--- config.mk ---
export PLATFORM = sky130hd
export DESIGN_NAME = episode_controller
export DESIGN_NICKNAME = d
export VERILOG_FILES = /design/src/rtl/episode_controller.sv
export SDC_FILE = /design/constraint.sdc
export NUM_CORES = 1
export LEC_CHECK = 0
export BUFFER_PORTS_ARGS = -buffer_cell sky130_fd_sc_hd__buf_2
export CORE_AREA = 2 2 79 81
export CTS_CLUSTER_SIZE = 14
export DETAILED_ROUTE_END_ITERATION = 8
export DIE_AREA = 0 0 81 83
export GPL_TIMING_DRIVEN = 0
export MAX_ROUTING_LAYER = met4
export SETUP_SLACK_MARGIN = 0.1
export SYNTH_ARGS = -nofsm -noshare
export SYNTH_HDL_FRONTEND = slang
export SYNTH_SLANG_ARGS = --single-unit
--- constraint.sdc ---
create_clock -name clk -period 1.6 [get_ports clk]
set_input_delay 0.32 -clock clk [delete_from_list [all_inputs] [get_ports clk]]
set_output_delay 0.32 -clock clk [all_outputs]
set_load 0.02 [all_outputs]
--- src/rtl/episode_controller.sv ---
// Episode controller for a single grid-world Q-learning agent.
// Takes actions from the policy unit, drives the external state selector,
// range-guards its answer and hands (s, a, s', terminal) transitions to the
// Q-update unit, restarting episodes on goal or step limit until the run ends.
module episode_controller #(
  parameter int SW           = 6,
  parameter int N_STATES     = 25,
  parameter int START_STATE  = 1,
  parameter int GOAL_STATE   = 25,
  parameter int MAX_STEPS    = 64,
  parameter int MAX_EPISODES = 16
) (
  input  logic          clk,
  input  logic          rst_n,
  input  logic          start,
  input  logic          act_valid,
  input  logic [3:0]    act_action,
  output logic          act_ready,
  output logic [SW-1:0] sel_state,
  output logic [3:0]    sel_action,
  input  logic [SW-1:0] sel_next_state,
  output logic          upd_valid,
  input  logic          upd_ready,
  output logic [SW-1:0] upd_state,
  output logic [3:0]    upd_action,
  output logic [SW-1:0] upd_next_state,
  output logic          upd_terminal,
  output logic [SW-1:0] cur_state,
  output logic [6:0]    step_cnt,
  output logic [4:0]    episode_cnt,
  output logic          busy,
  output logic          done
);

  typedef enum logic [2:0] {
    S_IDLE,
    S_WAIT_ACT,
    S_MOVE,
    S_REPORT,
    S_DONE
  } state_t;

  localparam logic [SW-1:0] L_START  = SW'(START_STATE);
  localparam logic [SW-1:0] L_GOAL   = SW'(GOAL_STATE);
  localparam logic [SW-1:0] L_NMAX   = SW'(N_STATES);
  localparam logic [6:0]    L_MAXSTP = 7'(MAX_STEPS);
  localparam logic [4:0]    L_MAXEP  = 5'(MAX_EPISODES);

  state_t        r_state;
  logic [SW-1:0] r_cur_state;
  logic [6:0]    r_step_cnt;
  logic [4:0]    r_episode_cnt;
  logic [3:0]    r_sel_action;
  logic          r_act_ready;
  logic          r_upd_valid;
  logic [SW-1:0] r_upd_state;
  logic [3:0]    r_upd_action;
  logic [SW-1:0] r_upd_next_state;
  logic          r_upd_terminal;
  logic          r_busy;
  logic          r_done;

  logic [SW-1:0] w_ns;
  logic [6:0]    w_step_inc;
  logic [4:0]    w_ep_inc;

  // Guard the selector result: anything off the grid leaves the agent in place.
  always_comb begin
    w_ns = r_cur_state;
    if (sel_next_state != '0 && sel_next_state <= L_NMAX) begin
      w_ns = sel_next_state;
    end
  end

  assign w_step_inc = r_step_cnt + 7'd1;
  assign w_ep_inc   = r_episode_cnt + 5'd1;

  // Episode sequencing FSM; every output is a register updated on its transitions.
  always_ff @(posedge clk or negedge rst_n) begin
    if (!rst_n) begin
      r_state          <= S_IDLE;
      r_cur_state      <= L_START;
      r_step_cnt       <= '0;
      r_episode_cnt    <= '0;
      r_sel_action     <= '0;
      r_act_ready      <= 1'b0;
      r_upd_valid      <= 1'b0;
      r_upd_state      <= '0;
      r_upd_action     <= '0;
      r_upd_next_state <= '0;
      r_upd_terminal   <= 1'b0;
      r_busy           <= 1'b0;
      r_done           <= 1'b0;
    end else begin
      case (r_state)
        S_IDLE, S_DONE: begin
          if (start) begin
            r_cur_state   <= L_START;
            r_step_cnt    <= '0;
            r_episode_cnt <= '0;
            r_act_ready   <= 1'b1;
            r_busy        <= 1'b1;
            r_done        <= 1'b0;
            r_state       <= S_WAIT_ACT;
          end
        end
        S_WAIT_ACT: begin
          if (act_valid) begin
            r_sel_action <= act_action;
            r_act_ready  <= 1'b0;
            r_state      <= S_MOVE;
          end
        end
        S_MOVE: begin
          // The selector has had a full cycle to settle on the registered action.
          r_upd_state      <= r_cur_state;
          r_upd_action     <= r_sel_action;
          r_upd_next_state <= w_ns;
          r_upd_terminal   <= (w_ns == L_GOAL) || (w_step_inc == L_MAXSTP);
          r_upd_valid      <= 1'b1;
          r_state          <= S_REPORT;
        end
        S_REPORT: begin
          if (upd_ready) begin
            r_upd_valid <= 1'b0;
            if (!r_upd_terminal) begin
              r_cur_state <= r_upd_next_state;
              r_step_cnt  <= w_step_inc;
              r_act_ready <= 1'b1;
              r_state     <= S_WAIT_ACT;
            end else begin
              r_episode_cnt <= w_ep_inc;
              if (w_ep_inc == L_MAXEP) begin
                r_busy  <= 1'b0;
                r_done  <= 1'b1;
                r_state <= S_DONE;
              end else begin
                r_cur_state <= L_START;
                r_step_cnt  <= '0;
                r_act_ready <= 1'b1;
                r_state     <= S_WAIT_ACT;
              end
            end
          end
        end
        default: r_state <= S_IDLE;
      endcase
    end
  end

  assign act_ready      = r_act_ready;
  assign sel_state      = r_cur_state;
  assign sel_action     = r_sel_action;
  assign upd_valid      = r_upd_valid;
  assign upd_state      = r_upd_state;
  assign upd_action     = r_upd_action;
  assign upd_next_state = r_upd_next_state;
  assign upd_terminal   = r_upd_terminal;
  assign cur_state      = r_cur_state;
  assign step_cnt       = r_step_cnt;
  assign episode_cnt    = r_episode_cnt;
  assign busy           = r_busy;
  assign done           = r_done;

endmodule

==> impl_metrics.csv, run 1 <==
group,metric,value,unit
status,status,"finished with violations",
status,violations,"setup timing",
drt,via_count,1912,
sta,finalSetupViolations,14,
global_route,gr-total-overflow,0,
placed_design,finalWeightedCongestion,0.8572,
global_route,gr-usage-all-layers,0.1721,
global_route,grt_max_degree,47,
drt,vias_per_cell,5.210,
sta,tightest_slew,1.033,ns
die,die_x,81,um
critical_path,ff2ff_path_depth,5,
logic_synthesis,synth_edf_count,0,
die,initial_utilization,0.3896,
clock_tree,clk_latency,0.29,ns
placed_design,hpwl,3628,um
finish,diodes,0,
logic_synthesis,syn_area,2266,um2
placed_design,portBuffers,62,
clock_tree,hold_buffers,0,
logic_synthesis,synth_area_leaders,"dfrtp_1 50%, mux2_2 7.0%, a21oi_1 3.5%",
logic_synthesis,syn_avg_cell_area,10.79,um2
clock_tree,cts_buffer_depth,2,
die,core-area,5816,um2
finish,fin_util,0.5129,
global_route,antenna_found_initial,0,
drt,totalWireLength,5334,um
drt,drc,0,
logic_synthesis,ys_types,50,
placed_design,pre_cts_slack,-0.3206,ns
critical_path,worstPathMaxFanout,5,
logic_synthesis,synth.top_cell.area_share,0.4970,
die,chipHeight,83,um
clock_tree,cts_sinks,46,
power,finalPower,5.219,mW
clock_tree,h-tree-depth,2,
logic_synthesis,synthesis.nets,228,
global_route,grt_pass1_wl,8928,um
power,p_leak,1.421,nW
critical_path,critical_path_arrival,1.92,ns
power,ir_worst_vdd,1070,uV
global_route,grt_pass1_vias,1846,
finish,drive_gt1_frac,0.4658,
finish,syn2layout_area_growth,31.64,%
logic_synthesis,synthArstFlopShare,1.000,
logic_synthesis,synth_commonest_cells,"45 x dfrtp_1, 18 x nor2_1, 16 x a21oi_1, 14 x mux2_2",
drt,drt_iter0_markers,64,
sta,fmax,587.3,MHz
clock_tree,clk_pin_slew,0.08,ns
sta,rsz0062_at_grt,"yes",
critical_path,critPathLaunchType,"flop",
drt,firstDrtPassIters,4,
logic_synthesis,synthFlopType,"dfrtp_1",
sta,tns,-0.9849,ns
die,rows,28,
sta,setup_slack,-0.1028,ns
min_path,min_path_type,"input pin to asynchronous set/reset pin",
logic_synthesis,ys_ff_latch,46,
die,dieArea,6723,um2
sta,post-route-min-period,1.703,ns
sta,report.final.slew_viol_count,0,
clock_tree,tritoncts,"built",
critical_path,end_kind,"flop",
logic_synthesis,yosys.cell_count.top_type,"dfrtp_1",
logic_synthesis,synthCells,210,
sta,period_share,1.064,
sta,slew_headroom,0.3112,
drt,ant_nets,0,
logic_synthesis,yosysWarnings,0,
power,power.density,1750,nW/um2
critical_path,criticalPathCategory,"flop to flop",
clock_tree,cts_root_buffer,"clkbuf_8",
critical_path,critPathRequiredTime,1.82,ns
logic_synthesis,seq_area_frac_synth,0.5086,
clock_tree,numCtsBuffers,5,
finish,finalNetCount,309,
sta,finalHoldViolCount,0,
die,ioPinCount,64,
drt,wl_per_cell,14.53,um
job,cap_viol_max_count,0,
sta,clock-skew-final,0.003323,ns
logic_synthesis,synth_top_area_cell,"dfrtp_1",
critical path, stage by stage, from the launching register on:
cell and delay, ns:
dfrtp_2 0.44, and3_4 0.18, or3b_4 0.38, a211o_1 0.32, and2_4 0.18, a31oi_2 0.15
report_power, final:
group	switching, mW	total [mW]	internal (mW)
Sequential	0.306	1.86	1.56
Clock	0.381	0.734	0.353
Combinational	1.51	2.62	1.12
kinds of logic after synthesis:
family | share of synthesized area
muxes | 0.09608
DFF | 0.5086
xor gates and xnor gates | 0.01160
and+or+nand+nor | 0.1408
buffers and inverters | 0.05521
adders and majority gates | 0.01657
AOI/OAI and AO/OA | 0.1712
metal layers:
metal	global-route usage	share of wire	vias to the layer above
met2	0.2509	0.46	55
met3	0.03587	0.058	9
li1	-	-	929
met1	0.2378	0.47	919
met4	0.05855	0.012	0
met5	-	0	-
timing repair:
action / in CTS / in global routing
gates resized for setup: 18 / 13
setup buffers: 7 / 5
pin swaps: 7 / 4
endpoints found under the setup margin: 40 / 30
endpoints found under the hold margin: 0 / 0
layout by cell type, fill, tap and decap left out, drive strengths merged, types with 8 or more instances in the layout:
| master | count |
|---|---|
| buf | 85 |
| dfrtp | 45 |
| nor2 | 18 |
| a21oi | 16 |
| mux2 | 14 |
| clkbuf | 12 |
| nand2 | 10 |
| o21ai | 10 |
| inv | 9 |
| nand3 | 8 |
path summary, 6_finish.rpt:
kind / from / endpoint / slack (ns)
setup / recovery: episode_cnt[1] / step_cnt[4] / -0.10
hold / removal: rst_n / step_cnt[3] / 0.21
setup reg to reg: episode_cnt[1] / step_cnt[4] / -0.10
hold reg to reg: busy / busy / 0.48
max in group asynchronous: rst_n / r_state[2] / 0.70
min in group clk: start / r_state[2] / 0.22
cell type report:
cell class / count / area, um2
inverters: 9 / 33.78
plain buffers: 15 / 112.6
well taps: 75 / 93.84
multi-input cells: 140 / 1091
repair buffers: 74 / 404.1
clock buffers: 8 / 90.09
fillers: 586 / 2833
flip-flops and latches: 46 / 1157
metrics by stage:
stage	std cells	hold slack [ns]	cell area [um2]
floorplan	210	0.02441	2282
global placement	347	0.4565	2686
detailed placement	347	0.4648	2686
CTS	362	0.2100	2899
global route	367	0.2287	2983
finish	367	0.2056	2983
state kept, by name, summed over array words and instances, names as in the netlist:
signal / count
episode_cnt: 5
upd_action: 4
act_ready: 1
upd_valid: 1
sel_action: 4
done: 1
busy: 1
step_cnt: 7
upd_state: 6
upd_terminal: 1
upd_next_state: 6
r_state: 3
cur_state: 6
(Power assumes the default switching activity.)
==> run 2: changes to the inputs <==
TNS_END_PERCENT = 10   (was default)
==> impl_metrics.csv, run 2 (same netlist as run 1, synthesis figures left out) <==
group,metric,value,unit
finish,final_common_cell,"buf_2",
die,ioPinCount,64,
critical_path,slowest_delay,0.43,ns
die,dieArea,6723,um2
critical_path,worstPathMaxFanout,5,
power,finalPower,5.294,mW
sta,setup_slack,-0.1597,ns
die,core-area,5816,um2
finish,largest_reg_flops,7,
die,rows,28,
clock_tree,cts_sinks,46,
global_route,gr-total-overflow,0,
finish,final_cell_mix,"61 x buf_2, 42 x dfrtp_1, 17 x buf_4, 14 x nor2_1, 14 x mux2_2",
critical_path,critPathLaunchType,"flop",
critical_path,critPathLaunch,"episode_cnt[1]",
job,cap_viol_max_count,0,
clock_tree,hold_buffers,0,
critical_path,critical_path_arrival,1.98,ns
clock_tree,cts_root_buffer,"clkbuf_8",
critical_path,rr_startpoint,"episode_cnt[1]",
clock_tree,clk_latency,0.30,ns
sta,fmax,568.3,MHz
sta,tightest_slew,1.028,ns
sta,slew_headroom,0.3144,
sta,period_share,1.100,
global_route,grt_pass1_vias,1801,
finish,finalNetCount,305,
global_route,gr-usage-all-layers,0.1727,
power,power.density,1788,nW/um2
drt,wl_met3,326,um
drt,totalWireLength,5465,um
drt,wl_met1,2539,um
sta,post-route-min-period,1.760,ns
finish,syn2layout_area_growth,30.70,%
min_path,min_path_type,"input pin to asynchronous set/reset pin",
status,status,"finished with violations",
finish,design_area,2962,um2
clock_tree,numCtsBuffers,5,
critical_path,criticalPathCategory,"flop to flop",
critical_path,crit_chain,"and3_4 -> or3b_4 -> a211o_1 -> and2_4 -> a31oi_4",
clock_tree,h-tree-depth,2,
sta,finalSetupViolations,16,
critical_path,critPathRequiredTime,1.82,ns
global_route,grt_max_degree,47,
drt,drt_iter0_markers,123,
sta,rsz0062_at_grt,"yes",
sta,finalHoldViolCount,0,
placed_design,dpl_cell_area,2676,um2
die,die_x,81,um
drt,wl_met2,2546,um
power,p_leak,1.404,nW
placed_design,portBuffers,62,
finish,diodes,0,
drt,top_layer,"met4",
clock_tree,cts_buffer_depth,2,
clock_tree,tritoncts,"built",
finish,drive_gt1_frac,0.4549,
power,ir_worst_vdd,1253,uV
global_route,antenna_found_initial,0,
drt,drc,0,
clock_tree,clk_pin_slew,0.09,ns
sta,whs,0.1956,ns
drt,vias_per_cell,5.320,
drt,firstDrtPassIters,4,
sta,report.final.slew_viol_count,0,
die,chipHeight,83,um
critical_path,slowest_stage,"dfrtp_2",
status,violations,"setup timing",
drt,via_count,1931,
die,initial_utilization,0.3896,
critical_path,ff2ff_path_depth,5,
drt,wl_per_cell,15.06,um
placed_design,hpwl,3643,um
placed_design,finalWeightedCongestion,0.8588,
global_route,grt_pass1_wl,8942,um
critical_path,end_kind,"flop",
sta,clock-skew-final,0.01082,ns
finish,fillCellCount,575,
drt,ant_nets,0,
run 2: cell types whose count changed in the layout (fill, tap and decap cells not counted), sizes merged:
cell / change
buf: -4
clkbuf: -2
bufinv: +1
clkinvlp: +1
run 2: routing by layer:
metal,up-vias,GRT usage
met5,-,-
met4,0,0.04314
met3,7,0.04348
met2,67,0.2449
met1,942,0.2472
li1,915,-
run 2: metrics by stage:
| stage | instances | TNS, ns | util | setup WS, ns |
|---|---|---|---|---|
| finish | 363 | -1.458 | 0.5093 | -0.1597 |
| global placement | 347 | -6.331 | 0.4602 | -0.2960 |
| global route | 363 | -3.152 | 0.5093 | -0.2149 |
| CTS | 358 | -1.433 | 0.4918 | -0.1374 |
| floorplan | 210 | -0.4741 | - | -0.07341 |
| detailed placement | 347 | -7.924 | 0.4602 | -0.3553 |
run 2: power by group:
group / total (mW) / internal, mW / switching (mW)
Sequential: 1.87 / 1.56 / 0.308
Combinational: 2.56 / 1.04 / 1.52
Clock: 0.867 / 0.466 / 0.401
Total: 5.29 / 3.07 / 2.23
run 2: final cells by class:
class                           count  area (um2)  area share
Clock buffer                        6       72.57     0.02450
Sequential cell                    46        1156      0.3904
Tap cell                           75       93.84     0.03169
Inverter                            9       33.78     0.01141
Timing Repair Buffer               70       372.9      0.1259
Multi-Input combinational cell    140        1084      0.3659
Clock inverter                      2       37.54     0.01267
Buffer                             15       111.4     0.03760
run 2: critical path, delay by kind of cell (launching register included):
family	cells	cell delay, ns
AND/OR/NAND/NOR	3	0.75
AO/OA/AOI/OAI	2	0.51
flip-flops	1	0.43
run 2: worst paths after layout:
check | endpoint | slack (ns)
max in group asynchronous | episode_cnt[1] | 0.72
min in group clk | r_state[2] | 0.22
min reg2reg | busy | 0.48
max reg2reg | step_cnt[3] | -0.16
max | step_cnt[3] | -0.16
min | cur_state[4] | 0.20
run 2: repair_timing:
item,in CTS,in global routing
resized for setup,14,19
setup buffers,3,5
pin swaps,1,11
endpoints found under the hold margin,0,0
endpoints found under the setup margin,45,34
==> run 3: changes to the inputs <==
ABC_AREA = 1   (was default)
CORE_AREA = 2 2 81 83   (was 2 2 79 81)
CTS_CLUSTER_DIAMETER = 150   (was default)
DIE_AREA = 0 0 83 85   (was 0 0 81 83)
PLACE_DENSITY = 0.71   (was default)
==> impl_metrics.csv, run 3 <==
group,metric,value,unit
status,status,"finished with violations",
status,violations,"setup timing",
sta,whs,0.2000,ns
logic_synthesis,yosys.cell_count.top_type,"nand2_1",
power,power.density,1773,nW/um2
logic_synthesis,synthCells,285,
drt,firstDrtPassIters,4,
logic_synthesis,syn_avg_cell_area,8.390,um2
global_route,grt_pass1_wl,9349,um
clock_tree,cts_sinks,46,
finish,fillCellCount,612,
global_route,grt_max_degree,47,
clock_tree,cts_buffer_depth,2,
critical_path,critPathLaunchType,"flop",
logic_synthesis,ys_types,34,
drt,vias_per_cell,4.702,
drt,drc,0,
finish,fin_cells,443,
critical_path,criticalPathCategory,"flop to flop",
power,finalPower,5.527,mW
finish,final_cell_mix,"101 x nand2_1, 66 x buf_2, 43 x dfrtp_1, 20 x inv_1, 16 x o21ai_2",
die,initial_utilization,0.3854,
power,p_leak,1.682,nW
sta,fmax,611.0,MHz
sta,period_share,1.023,
critical_path,crit_top_cell,"nand2_2",
placed_design,hpwl,3891,um
clock_tree,clk_latency,0.30,ns
die,core-area,6205,um2
drt,totalWireLength,5533,um
job,cap_viol_max_count,0,
clock_tree,tritoncts,"built",
critical_path,critical_path_arrival,1.87,ns
die,die_x,83,um
sta,slew_headroom,0.3042,
sta,clock-skew-final,0.009225,ns
logic_synthesis,synthesis.nets,303,
logic_synthesis,ys_ff_latch,46,
global_route,gr-total-overflow,0,
critical_path,slowest_delay,0.44,ns
drt,drt_iter0_markers,85,
die,dieArea,7055,um2
critical_path,reg2reg_to,"step_cnt[1]",
die,ioPinCount,64,
finish,largest_reg_flops,7,
critical_path,rr_startpoint,"episode_cnt[1]",
finish,finalNetCount,383,
sta,tns,-0.1702,ns
clock_tree,numCtsBuffers,5,
placed_design,place_inst,425,
drt,wl_per_cell,12.49,um
min_path,min_path_type,"input pin to asynchronous set/reset pin",
finish,diodes,0,
drt,ant_nets,0,
sta,report.final.slew_viol_count,0,
clock_tree,hold_buffers,0,
critical_path,crit_chain,"ha_4 -> xor2_2 -> nor2_2 -> nand3_2 -> nand2_2 -> nand2_2 -> nand2_4 -> clkbuf_16 -> nand2_2 -> o21ai_2",
finish,drive_gt1_frac,0.3907,
critical_path,end_kind,"flop",
logic_synthesis,synth_commonest_cells,"106 x nand2_1, 45 x dfrtp_1, 20 x inv_1, 16 x o21ai_2",
sta,rsz0062_at_grt,"yes",
critical_path,ff2ff_path_depth,10,
drt,via_count,2083,
critical_path,crit_family,"simple AND/OR/NAND/NOR gates",
logic_synthesis,synth.top_cell.area_share,0.4710,
power,ir_worst_vdd,1178,uV
logic_synthesis,seq_area_frac_synth,0.4819,
critical_path,regToRegSetupSlack,-0.04,ns
critical_path,path_buf_inv,1,
critical_path,worstPathMaxFanout,6,
global_route,antenna_found_initial,0,
clock_tree,h-tree-depth,2,
finish,fin_util,0.5025,
logic_synthesis,synthArstFlopShare,1.000,
placed_design,portBuffers,63,
sta,post-route-min-period,1.637,ns
die,chipHeight,85,um
logic_synthesis,synthFlopType,"dfrtp_1",
sta,finalHoldViolCount,0,
clock_tree,clk_pin_slew,0.09,ns
global_route,grt_pass1_vias,1987,
clock_tree,cts_root_buffer,"clkbuf_8",
finish,syn2layout_area_growth,30.40,%
sta,finalSetupViolations,13,
global_route,gr-usage-all-layers,0.1673,
sta,setup_slack,-0.03674,ns
logic_synthesis,syn_area,2391,um2
sta,tightest_slew,1.044,ns
logic_synthesis,synth_top_area_cell,"dfrtp_1",
finish,final_common_cell,"nand2_1",
logic_synthesis,synth_area_leaders,"dfrtp_1 47%, nand2_1 17%, o21ai_2 5.9%",
critical_path,slowest_stage,"dfrtp_2",
die,rows,29,
logic_synthesis,yosysWarnings,0,
logic_synthesis,synth_edf_count,0,
critical_path,critPathRequiredTime,1.83,ns
placed_design,finalWeightedCongestion,0.8910,
[run 3: cell type report]
type                       count  area (um2)  area share
inverter                      26       101.3     0.03250
sequential                    46        1155      0.3704
timing repair buffer          73       421.7      0.1352
buffer                        12       100.1     0.03210
clock buffer                   6       82.58     0.02648
tap                           77       96.34     0.03090
multi-input combinational    201        1101      0.3531
clock inverter                 2       60.06     0.01926
[run 3: kinds of logic after synthesis]
kind of cell	Yosys count	share of synthesized area
xor+xnor	5	0.02460
buf+inv	38	0.07901
fa+ha+maj	3	0.01570
compound gates	36	0.1010
flops	46	0.4819
simple gates	157	0.2977
[run 3: worst max path at each step]
stage	start	end	slack [ns]	depth (start not counted)
2_1_floorplan	episode_cnt[0]	step_cnt[4]	-0.02	10
3_3_place_gp	episode_cnt[1]	step_cnt[3]	-0.09	10
3_5_place_dp	episode_cnt[0]	step_cnt[2]	-0.12	10
4_1_cts	episode_cnt[1]	step_cnt[2]	-0.04	10
5_1_grt	episode_cnt[1]	step_cnt[0]	-0.09	9
6_report	episode_cnt[1]	step_cnt[1]	-0.04	10
[run 3: per-layer routing]
layer	up-vias	routed length (um)	track usage
met3	6	268	0.03696
li1	1050	-	-
met4	0	56	0.04471
met1	976	2479	0.2089
met5	-	0	-
met2	51	2729	0.2771
[run 3: worst reg2reg max path: stages (launching register included)]
cell and delay (ns):
dfrtp_2 0.44, ha_4 0.18, xor2_2 0.18, nor2_2 0.14, nand3_2 0.08, nand2_2 0.08, nand2_2 0.06, nand2_4 0.13
clkbuf_16 0.18, nand2_2 0.05, o21ai_2 0.05
[run 3: timing repair]
item                                    CTS  global route
gates cloned                              0             1
resized for setup                         3            16
endpoints found under the setup margin   31            40
buffers inserted                          8             1
pin swaps                                 3             4
[run 3: report_power, final]
part	total (mW)	internal, mW	switching [mW]
clock network	1.07	0.666	0.407
registers	1.72	1.49	0.227
logic	2.74	1.03	1.71
total	5.53	3.18	2.34
[run 3: through the flow]
stage               setup WS (ns)  area [um2]
floorplan                -0.02139        2410
global placement         -0.09026        2821
detailed placement        -0.1168        2821
CTS                      -0.03866        3028
global route             -0.09476        3118
finish                   -0.03674        3118
